<file path="src/rtl/dbus_mmio_responder.sv">
// Data-bus MMIO responder: byte RX FIFO fed by an external producer, a free-running
// cycle timer with compare-match, and a level interrupt. Reads are combinational.
module dbus_mmio_responder #(
    parameter logic [31:0] BASE_ADDR       = 32'hFF20_0000,
    parameter int unsigned FIFO_DEPTH_LOG2 = 3
) (
    input  logic        iCLK,
    input  logic        iRST,
    input  logic        DwReadEnable,
    input  logic        DwWriteEnable,
    input  logic [3:0]  DwByteEnable,
    input  logic [31:0] DwAddress,
    input  logic [31:0] DwWriteData,
    output logic [31:0] oReadData,
    output logic        oSelect,
    input  logic        iPushValid,
    input  logic [7:0]  iPushData,
    output logic        oPushReady,
    output logic        oIRQ
);

    localparam int unsigned DEPTH = 1 << FIFO_DEPTH_LOG2;
    localparam int unsigned PW    = FIFO_DEPTH_LOG2;
    localparam int unsigned CW    = FIFO_DEPTH_LOG2 + 1;

    localparam logic [2:0] OFF_CTRL   = 3'd0;
    localparam logic [2:0] OFF_STATUS = 3'd1;
    localparam logic [2:0] OFF_DATA   = 3'd2;
    localparam logic [2:0] OFF_TIMER  = 3'd3;
    localparam logic [2:0] OFF_TCMP   = 3'd4;

    logic          rxie_q, rxie_d, ten_q, ten_d, tie_q, tie_d;
    logic          ovf_q, ovf_d, tmatch_q, tmatch_d;
    logic [31:0]   timer_q, timer_d, tcmp_q, tcmp_d;
    logic [PW-1:0] wr_ptr_q, wr_ptr_d, rd_ptr_q, rd_ptr_d;
    logic [CW-1:0] count_q, count_d;
    logic [7:0]    fifo_mem_q [DEPTH];

    logic        hit, rd_hit, wr_hit, lane0_wr;
    logic [2:0]  off;
    logic        full, not_empty, pop, push, flush, mem_we;
    logic [31:0] rdata;
    logic        unused_addr_lsbs;

    function automatic logic [31:0] lane_merge(input logic [31:0] old_v,
                                               input logic [31:0] new_v,
                                               input logic [3:0]  be);
        logic [31:0] r;
        r = old_v;
        for (int i = 0; i < 4; i++) begin
            if (be[i]) r[8*i +: 8] = new_v[8*i +: 8];
        end
        return r;
    endfunction

    // Address decode; low address bits select bytes inside a word and are not used here
    assign hit              = DwAddress[31:5] == BASE_ADDR[31:5];
    assign off              = DwAddress[4:2];
    assign unused_addr_lsbs = ^DwAddress[1:0];
    assign rd_hit           = DwReadEnable && hit;
    assign wr_hit           = DwWriteEnable && hit;
    assign lane0_wr         = wr_hit && DwByteEnable[0];

    assign full       = count_q == CW'(DEPTH);
    assign not_empty  = count_q != '0;
    assign oSelect    = hit;
    assign oPushReady = !full;
    assign oIRQ       = (rxie_q && not_empty) || (tie_q && tmatch_q);

    // Combinational read mux
    always_comb begin
        rdata = '0;
        if (rd_hit) begin
            case (off)
                OFF_CTRL:   rdata = {28'd0, tie_q, ten_q, 1'b0, rxie_q};
                OFF_STATUS: rdata = 32'({count_q, 4'b0000, tmatch_q, ovf_q, full, not_empty});
                OFF_DATA:   rdata = not_empty ? {24'd0, fifo_mem_q[rd_ptr_q]} : 32'd0;
                OFF_TIMER:  rdata = timer_q;
                OFF_TCMP:   rdata = tcmp_q;
                default:    rdata = '0;
            endcase
        end
    end
    assign oReadData = rdata;

    // Next-state logic; FLUSH overrides any push or pop in the same cycle
    always_comb begin
        rxie_d   = rxie_q;
        ten_d    = ten_q;
        tie_d    = tie_q;
        ovf_d    = ovf_q;
        tmatch_d = tmatch_q;
        timer_d  = ten_q ? timer_q + 32'd1 : timer_q;
        tcmp_d   = tcmp_q;
        wr_ptr_d = wr_ptr_q;
        rd_ptr_d = rd_ptr_q;
        count_d  = count_q;

        flush  = lane0_wr && (off == OFF_CTRL) && DwWriteData[1];
        pop    = rd_hit && (off == OFF_DATA) && not_empty;
        push   = iPushValid && (!full || pop);
        mem_we = push && !flush;

        if (lane0_wr && (off == OFF_CTRL)) begin
            rxie_d = DwWriteData[0];
            ten_d  = DwWriteData[2];
            tie_d  = DwWriteData[3];
        end
        if (wr_hit && (off == OFF_TIMER)) timer_d = lane_merge(timer_q, DwWriteData, DwByteEnable);
        if (wr_hit && (off == OFF_TCMP))  tcmp_d  = lane_merge(tcmp_q, DwWriteData, DwByteEnable);

        if (lane0_wr && (off == OFF_STATUS)) begin
            if (DwWriteData[2]) ovf_d    = 1'b0;
            if (DwWriteData[3]) tmatch_d = 1'b0;
        end
        if (ten_q && (timer_q == tcmp_q))               tmatch_d = 1'b1;
        if (iPushValid && full && !pop && !flush)       ovf_d    = 1'b1;

        if (flush) begin
            wr_ptr_d = '0;
            rd_ptr_d = '0;
            count_d  = '0;
        end else begin
            if (pop)  rd_ptr_d = rd_ptr_q + PW'(1);
            if (push) wr_ptr_d = wr_ptr_q + PW'(1);
            if (push && !pop)      count_d = count_q + CW'(1);
            else if (pop && !push) count_d = count_q - CW'(1);
        end
    end

    always_ff @(posedge iCLK or posedge iRST) begin
        if (iRST) begin
            rxie_q   <= 1'b0;
            ten_q    <= 1'b0;
            tie_q    <= 1'b0;
            ovf_q    <= 1'b0;
            tmatch_q <= 1'b0;
            timer_q  <= 32'd0;
            tcmp_q   <= 32'hFFFF_FFFF;
            wr_ptr_q <= '0;
            rd_ptr_q <= '0;
            count_q  <= '0;
        end else begin
            rxie_q   <= rxie_d;
            ten_q    <= ten_d;
            tie_q    <= tie_d;
            ovf_q    <= ovf_d;
            tmatch_q <= tmatch_d;
            timer_q  <= timer_d;
            tcmp_q   <= tcmp_d;
            wr_ptr_q <= wr_ptr_d;
            rd_ptr_q <= rd_ptr_d;
            count_q  <= count_d;
        end
    end

    // Storage needs no reset: occupancy is tracked by count_q
    always_ff @(posedge iCLK) begin
        if (mem_we) fifo_mem_q[wr_ptr_q] <= iPushData;
    end

endmodule
</file>
<file path="config.mk">
export PLATFORM = sky130hd
export DESIGN_NAME = dbus_mmio_responder
export DESIGN_NICKNAME = d
export VERILOG_FILES = /design/src/rtl/dbus_mmio_responder.sv
export SDC_FILE = /design/constraint.sdc
export NUM_CORES = 1
export LEC_CHECK = 0
export CAP_MARGIN = 0
export CORE_MARGIN = 4
export CORE_UTILIZATION = 42
export CTS_BUF_LIST = sky130_fd_sc_hd__clkbuf_16
export DETAILED_ROUTE_END_ITERATION = 10
export DONT_BUFFER_PORTS = 1
export PLACE_DENSITY = 0.54
export SYNTH_ARGS = -nofsm -noshare
export SYNTH_HDL_FRONTEND = slang
export SYNTH_SLANG_ARGS = --single-unit
</file>
<file path="constraint.sdc">
create_clock -name iCLK -period 3.3 [get_ports iCLK]
set_clock_uncertainty 0.15 [all_clocks]
set_input_delay 0.66 -clock iCLK [delete_from_list [all_inputs] [get_ports iCLK]]
set_output_delay 0.66 -clock iCLK [all_outputs]
set_load 0.05 [all_outputs]
</file>
==> impl_metrics.json, run 1 <==
{
  "overflow": 0,
  "dpl-instance-area_um2": 9310,
  "rr_worst_depth": 10,
  "path_class": "reg2out",
  "tightestPinTransition_ps": 879,
  "initial_core_util_pct": 43.4,
  "dr.pass1.iters": 5,
  "fin_cells": 989,
  "nNetsFinal": 834,
  "hold_viol": 0,
  "first_iter_violations": 529,
  "drt_wl_total_mm": 23.4,
  "dp.cells": 954,
  "yosysWarnings": 0,
  "critical_path.endpoint_type": "output port",
  "critPathLaunchType": "register",
  "synth-seq-cells": 143,
  "final_area_um2": 10000,
  "insertion_delay_ps": 430,
  "drcViolationCount": 0,
  "synth_fa_ha_area_share_pct": 1.04,
  "startpoint": "rd_ptr_q[0]",
  "cp_max_fo": 7,
  "synth-compound-area-share_pct": 13.9,
  "met1_usage_pct": 26.8,
  "pre_cts_slack_ps": 223,
  "core-area_um2": 18300,
  "rr_startpoint": "count_q[0]",
  "r2r-end": "count_q[3]",
  "synthArstFlopShare_pct": 55.2,
  "synth_area_um2": 7930,
  "maxCapViolations": 0,
  "ir_worst_vdd_uv": 418,
  "grt_pass1_wl_mm": 37.0,
  "fmax_mhz": 303,
  "yosys.area_share.simple_pct": 16.2,
  "cp_top_family": "multiplexers",
  "htreeDepth": 4,
  "grt.busiest_layer": "met2",
  "arrival_ps": 2490,
  "finalSetupViolCount": 0,
  "crit_buf_inv": 3,
  "ctsHoldBuffers": 0,
  "drive_gt1_share_pct": 29.6,
  "hp-class": "in2async",
  "dieArea_um2": 21100,
  "syn-instance-count": 702,
  "regToRegSetupSlack_ps": 450,
  "cp.depth": 7,
  "synth_nets": 789,
  "track_usage_pct": 22.3,
  "period_share_pct": 100,
  "cts_tree": "built",
  "portBuffers": 0,
  "numCtsBuffers": 17,
  "p_per_area_nw_per_um2": 463,
  "synth_edf_count": 64,
  "synth-xor-area-share_pct": 4.09,
  "wire_per_inst_um": 23.6,
  "min_period_ps": 3300,
  "use_met2_pct": 38.6,
  "cts_max_path_buffers": 2,
  "cp_slowest_cell": "mux4_2",
  "place_congestion": 0.928,
  "whs_ps": 91.8,
  "cts.sinks": 143,
  "root_buffer": "clkbuf_16",
  "place_hpwl_mm": 17.2,
  "synth_area_per_cell_um2": 11.3,
  "synth_mux_area_share_pct": 11.6,
  "syn_to_final_growth_pct": 26.2,
  "die_height_um": 145,
  "post-route-util_pct": 54.7,
  "grt_pass1_vias": 6437,
  "rows": 49,
  "synth_top_family_by_area": "simple AND/OR/NAND/NOR gates",
  "synthFlopType": "edfxtp_1",
  "vias": 6082,
  "setup_slack_ps": 0.769,
  "slowest_delay_ps": 480,
  "synth_cell_types": 71,
  "path_cells": "buf_12 > buf_16 > mux4_2 > mux2_2 > a222oi_1 > nor2_4 > buf_12",
  "crit_top_cell": "buf_12",
  "die_w_um": 145,
  "grt_max_degree": 44,
  "grt_use_met3_pct": 6.23,
  "n_antenna_cell": 0,
  "postRouteAntennaNets": 0,
  "rsz0062_at_grt": "true",
  "leakage_nw": 3.63,
  "final_max_slew_viol_count": 0,
  "crit_required_ps": 2490,
  "vias_per_cell": 6.15,
  "relSlewSlack_pct": 41.2,
  "antenna_found_initial": 0,
  "clkTransAtPathRegs_ps": 70,
  "io_pins": 116,
  "status": "finished, final reports clean",
  "yosysSeqAreaShare_pct": 49.7
}
[power by group]
| part | switching, mW | internal [mW] | total (mW) | leakage (nW) |
|---|---|---|---|---|
| sequential | 0.102 | 2.03 | 2.13 | 1.49 |
| combinational | 0.307 | 0.243 | 0.551 | 1.85 |
| clock | 0.915 | 1.03 | 1.94 | 0.298 |
| total | 1.32 | 3.31 | 4.63 | 3.63 |
[placed cells by master (no fill, tap or decap), types with 27 or more instances in the layout]
cell / synthesis / routed
buf_12: 0 / 37
nor2_1: 61 / 29
buf_4: 0 / 32
dfrtp_1: 47 / 44
nor2_4: 0 / 31
nand2_1: 37 / 37
mux2_1: 32 / 32
nand3_1: 28 / 27
a22oi_1: 27 / 27
edfxtp_1: 64 / 64
dfstp_2: 32 / 32
[state kept, by name (all words and copies together) (netlist names), 3 cells and up]
name        count
fifo_mem_q     64
tcmp_q         32
timer_q        32
count_q         4
rd_ptr_q        3
wr_ptr_q        3
[cells in the mapped netlist (all sizes together), types with 6 or more instances]
master   number  area [um^2]
a22oi        27          203
nand3        28          140
a21oi        23          115
and4          7         61.3
buf          15         73.8
edfxtp       64         1920
a32oi        16          140
a222oi        7         70.1
o2111ai       6         52.6
inv          23         86.3
and3         10         62.6
o21ai        23          115
xor2         16          140
nor4         15          119
nand4        22          159
mux2i        11          110
nor3         16          101
mux4         15          338
dfrtp        47         1180
clkbuf       30          113
o221a         7         78.8
dfstp        32          841
nand2        37          139
xnor2        21          184
nor2         62          235
mux2         42          473
[through the flow]
step                setup TNS [ps]  power [mW]
global route                  -457        4.82
finish                           0        4.63
CTS                           -115        4.67
global placement                 0        2.68
detailed placement               0        2.71
floorplan                        0        2.54
[metal layers]
| metal | wire length, um | part of all wire [%] |
|---|---|---|
| met5 | 0 | 0 |
| met4 | 532 | 2.3 |
| met3 | 1530 | 6.6 |
| met2 | 11900 | 51 |
| met1 | 9360 | 40 |
[timing repair]
item | 4_1_cts | 5_1_grt
resized for setup | 7 | 3
gates cloned | 1 | 0
buffers inserted | 2 | 0
pin swaps | 10 | 5
setup endpoints to repair | 7 | 7
[final cells by class]
| type | count | area [um^2] |
|---|---|---|
| clock buffer | 17 | 425 |
| clock inverter | 15 | 184 |
| fill | 1545 | 8270 |
| inverter | 23 | 87.6 |
| multi-input combinational | 491 | 4060 |
| sequential | 143 | 3940 |
| tap | 229 | 287 |
| timing repair buffer | 71 | 1020 |
[how the worst max path moves through the flow]
stage                        to  slack [ps]
2_1_floorplan     oReadData[10]          20
3_3_place_gp   fifo_mem_q[7][6]         270
3_5_place_dp   fifo_mem_q[5][6]         220
4_1_cts            oReadData[7]         -40
5_1_grt            oReadData[1]        -100
6_report           oReadData[2]         0.8
[cell families (layout without fill, tap and decap cells)]
family | Yosys count | in the layout
AO/OA/AOI/OAI | 149 | 149
XOR/XNOR | 37 | 37
adder cells (fa/ha/maj) | 6 | 6
buffers and inverters | 68 | 126
flip-flops | 143 | 143
multiplexers | 68 | 68
AND/OR/NAND/NOR | 231 | 231
No activity file was read; power rests on OpenSTA's default activity.
==> run 2, diff against run 1 <==
CORE_MARGIN = 2   (was 4)
CTS_BUF_LIST = sky130_fd_sc_hd__clkbuf_8   (was sky130_fd_sc_hd__clkbuf_16)
DONT_BUFFER_PORTS = default   (was 1)
PLACE_DENSITY = 0.62   (was 0.54)
==> impl_metrics.json, run 2 (same netlist as run 1, synthesis figures left out) <==
{
  "vias": 6683,
  "highest_layer": "met4",
  "syn_to_final_growth_pct": 37.8,
  "rr_startpoint": "count_q[0]",
  "wl_met3_mm": 1.36,
  "grt_pass1_vias": 6789,
  "r2r-end": "count_q[3]",
  "tightestPinTransition_ps": 821,
  "cts_tree": "built",
  "htreeDepth": 4,
  "nNetsFinal": 965,
  "min_delay_path_depth": 1,
  "drive_gt1_share_pct": 31.2,
  "finalSetupViolCount": 5,
  "cts_max_path_buffers": 2,
  "root_buffer": "clkbuf_8",
  "grt_max_degree": 40,
  "die_height_um": 141,
  "dr_wl_met2_mm": 12.2,
  "initial_core_util_pct": 42.7,
  "n_antenna_cell": 0,
  "clkTransAtPathRegs_ps": 90,
  "startpoint": "rd_ptr_q[0]",
  "top_register": "fifo_mem_q",
  "nFillCells": 1510,
  "mostFrequentLayoutCells": "buf_4, edfxtp_1, clkdlybuf4s50_1",
  "portBuffers": 113,
  "dr.pass1.iters": 5,
  "die_w_um": 141,
  "place_hpwl_mm": 18.1,
  "critical_path.endpoint_type": "output port",
  "largest_reg_flops": 64,
  "hold_viol": 0,
  "period_share_pct": 102,
  "numCtsBuffers": 17,
  "rows": 50,
  "overflow": 0,
  "wire_per_inst_um": 21.4,
  "tns_ps": -123,
  "p_per_area_nw_per_um2": 389,
  "final_common_cell": "buf_4",
  "min_from": "tie_q",
  "drt_wl_total_mm": 24.1,
  "hp-class": "reg2reg",
  "maxCapViolations": 0,
  "fmax_mhz": 298,
  "wl_met1_mm": 9.98,
  "final_max_slew_viol_count": 0,
  "arrival_ps": 2540,
  "track_usage_pct": 24.6,
  "drcViolationCount": 0,
  "io_pins": 116,
  "antenna_found_initial": 0,
  "insertion_delay_ps": 460,
  "ir_worst_vdd_uv": 300,
  "dieArea_um2": 20000,
  "grt_pass1_wl_mm": 37.7,
  "core-area_um2": 18600,
  "cts.sinks": 143,
  "hold_end": "tie_q",
  "regToRegSetupSlack_ps": 580,
  "relSlewSlack_pct": 45.1,
  "status": "finished with violations",
  "post-route-util_pct": 58.8,
  "reg_top3": "fifo_mem_q: 64 flops, tcmp_q: 32 flops, timer_q: 32 flops",
  "path_class": "reg2out",
  "critPathLaunchType": "register",
  "cp_max_fo": 6,
  "violations": "setup timing",
  "postRouteAntennaNets": 0,
  "rr_worst_depth": 10,
  "setup_slack_ps": -51.2,
  "leakage_nw": 4.15,
  "vias_per_cell": 5.94,
  "first_iter_violations": 425,
  "min_period_ps": 3350,
  "place_congestion": 0.900,
  "crit_required_ps": 2490,
  "rsz0062_at_grt": "true"
}
## run 2: worst max path at each step
| stage | to | slack, ps | cells after the start |
|---|---|---|---|
| floorplan | oReadData[10] | 20 | 6 |
| global placement | oReadData[19] | -180 | 9 |
| detailed placement | oReadData[20] | -250 | 9 |
| CTS | oReadData[1] | -90 | 7 |
| global route | oReadData[1] | -130 | 6 |
| finish | oReadData[4] | -50 | 6 |
## run 2: critical path, stage by stage (launching register included)
cell and delay, ps:
dfrtp_2 420, buf_12 140, mux4_2 490, mux2_4 300, a222oi_1 500, nor2_4 60, buf_12 160
## run 2: per-stage QoR
stage	total power [mW]	hold WS, ps	std cells	area [um^2]	setup slack (ps)
2_1_floorplan	2.54	316	702	8270	16.3
3_3_place_gp	2.87	369	1082	10400	-180
3_5_place_dp	2.90	379	1082	10400	-255
4_1_cts	4.28	400	1126	10900	-92.9
5_1_grt	4.45	415	1125	10900	-126
6_report	4.25	398	1125	10900	-51.2
## run 2: layout make-up
| cell class | instances | area [um^2] | share of cell area (%) |
|---|---|---|---|
| tap | 234 | 293 | 2.68 |
| clock inverter | 15 | 149 | 1.36 |
| timing repair buffer | 202 | 2140 | 19.6 |
| clock buffer | 17 | 234 | 2.14 |
| multi-input combinational | 491 | 4070 | 37.3 |
| sequential | 143 | 3940 | 36.1 |
| inverter | 23 | 87.6 | 0.802 |
## run 2: power by group
group	leakage (nW)	switching, mW	internal (mW)
clock network	0.188	0.803	0.559
logic	2.47	0.396	0.371
registers	1.49	0.0876	2.03
## run 2: routing by layer
| layer | vias to the layer above | global-route usage (%) |
|---|---|---|
| li1 | 3064 | - |
| met1 | 3325 | 32.0 |
| met2 | 255 | 42.0 |
| met3 | 39 | 4.15 |
| met4 | 0 | 8.58 |
| met5 | - | 0 |
## run 2: repair_timing
action	in CTS	in global routing
hold buffers	0	0
pin swaps	22	18
setup endpoints to repair	34	17
buffers inserted	11	0
resized for setup	42	9
gates cloned	1	0
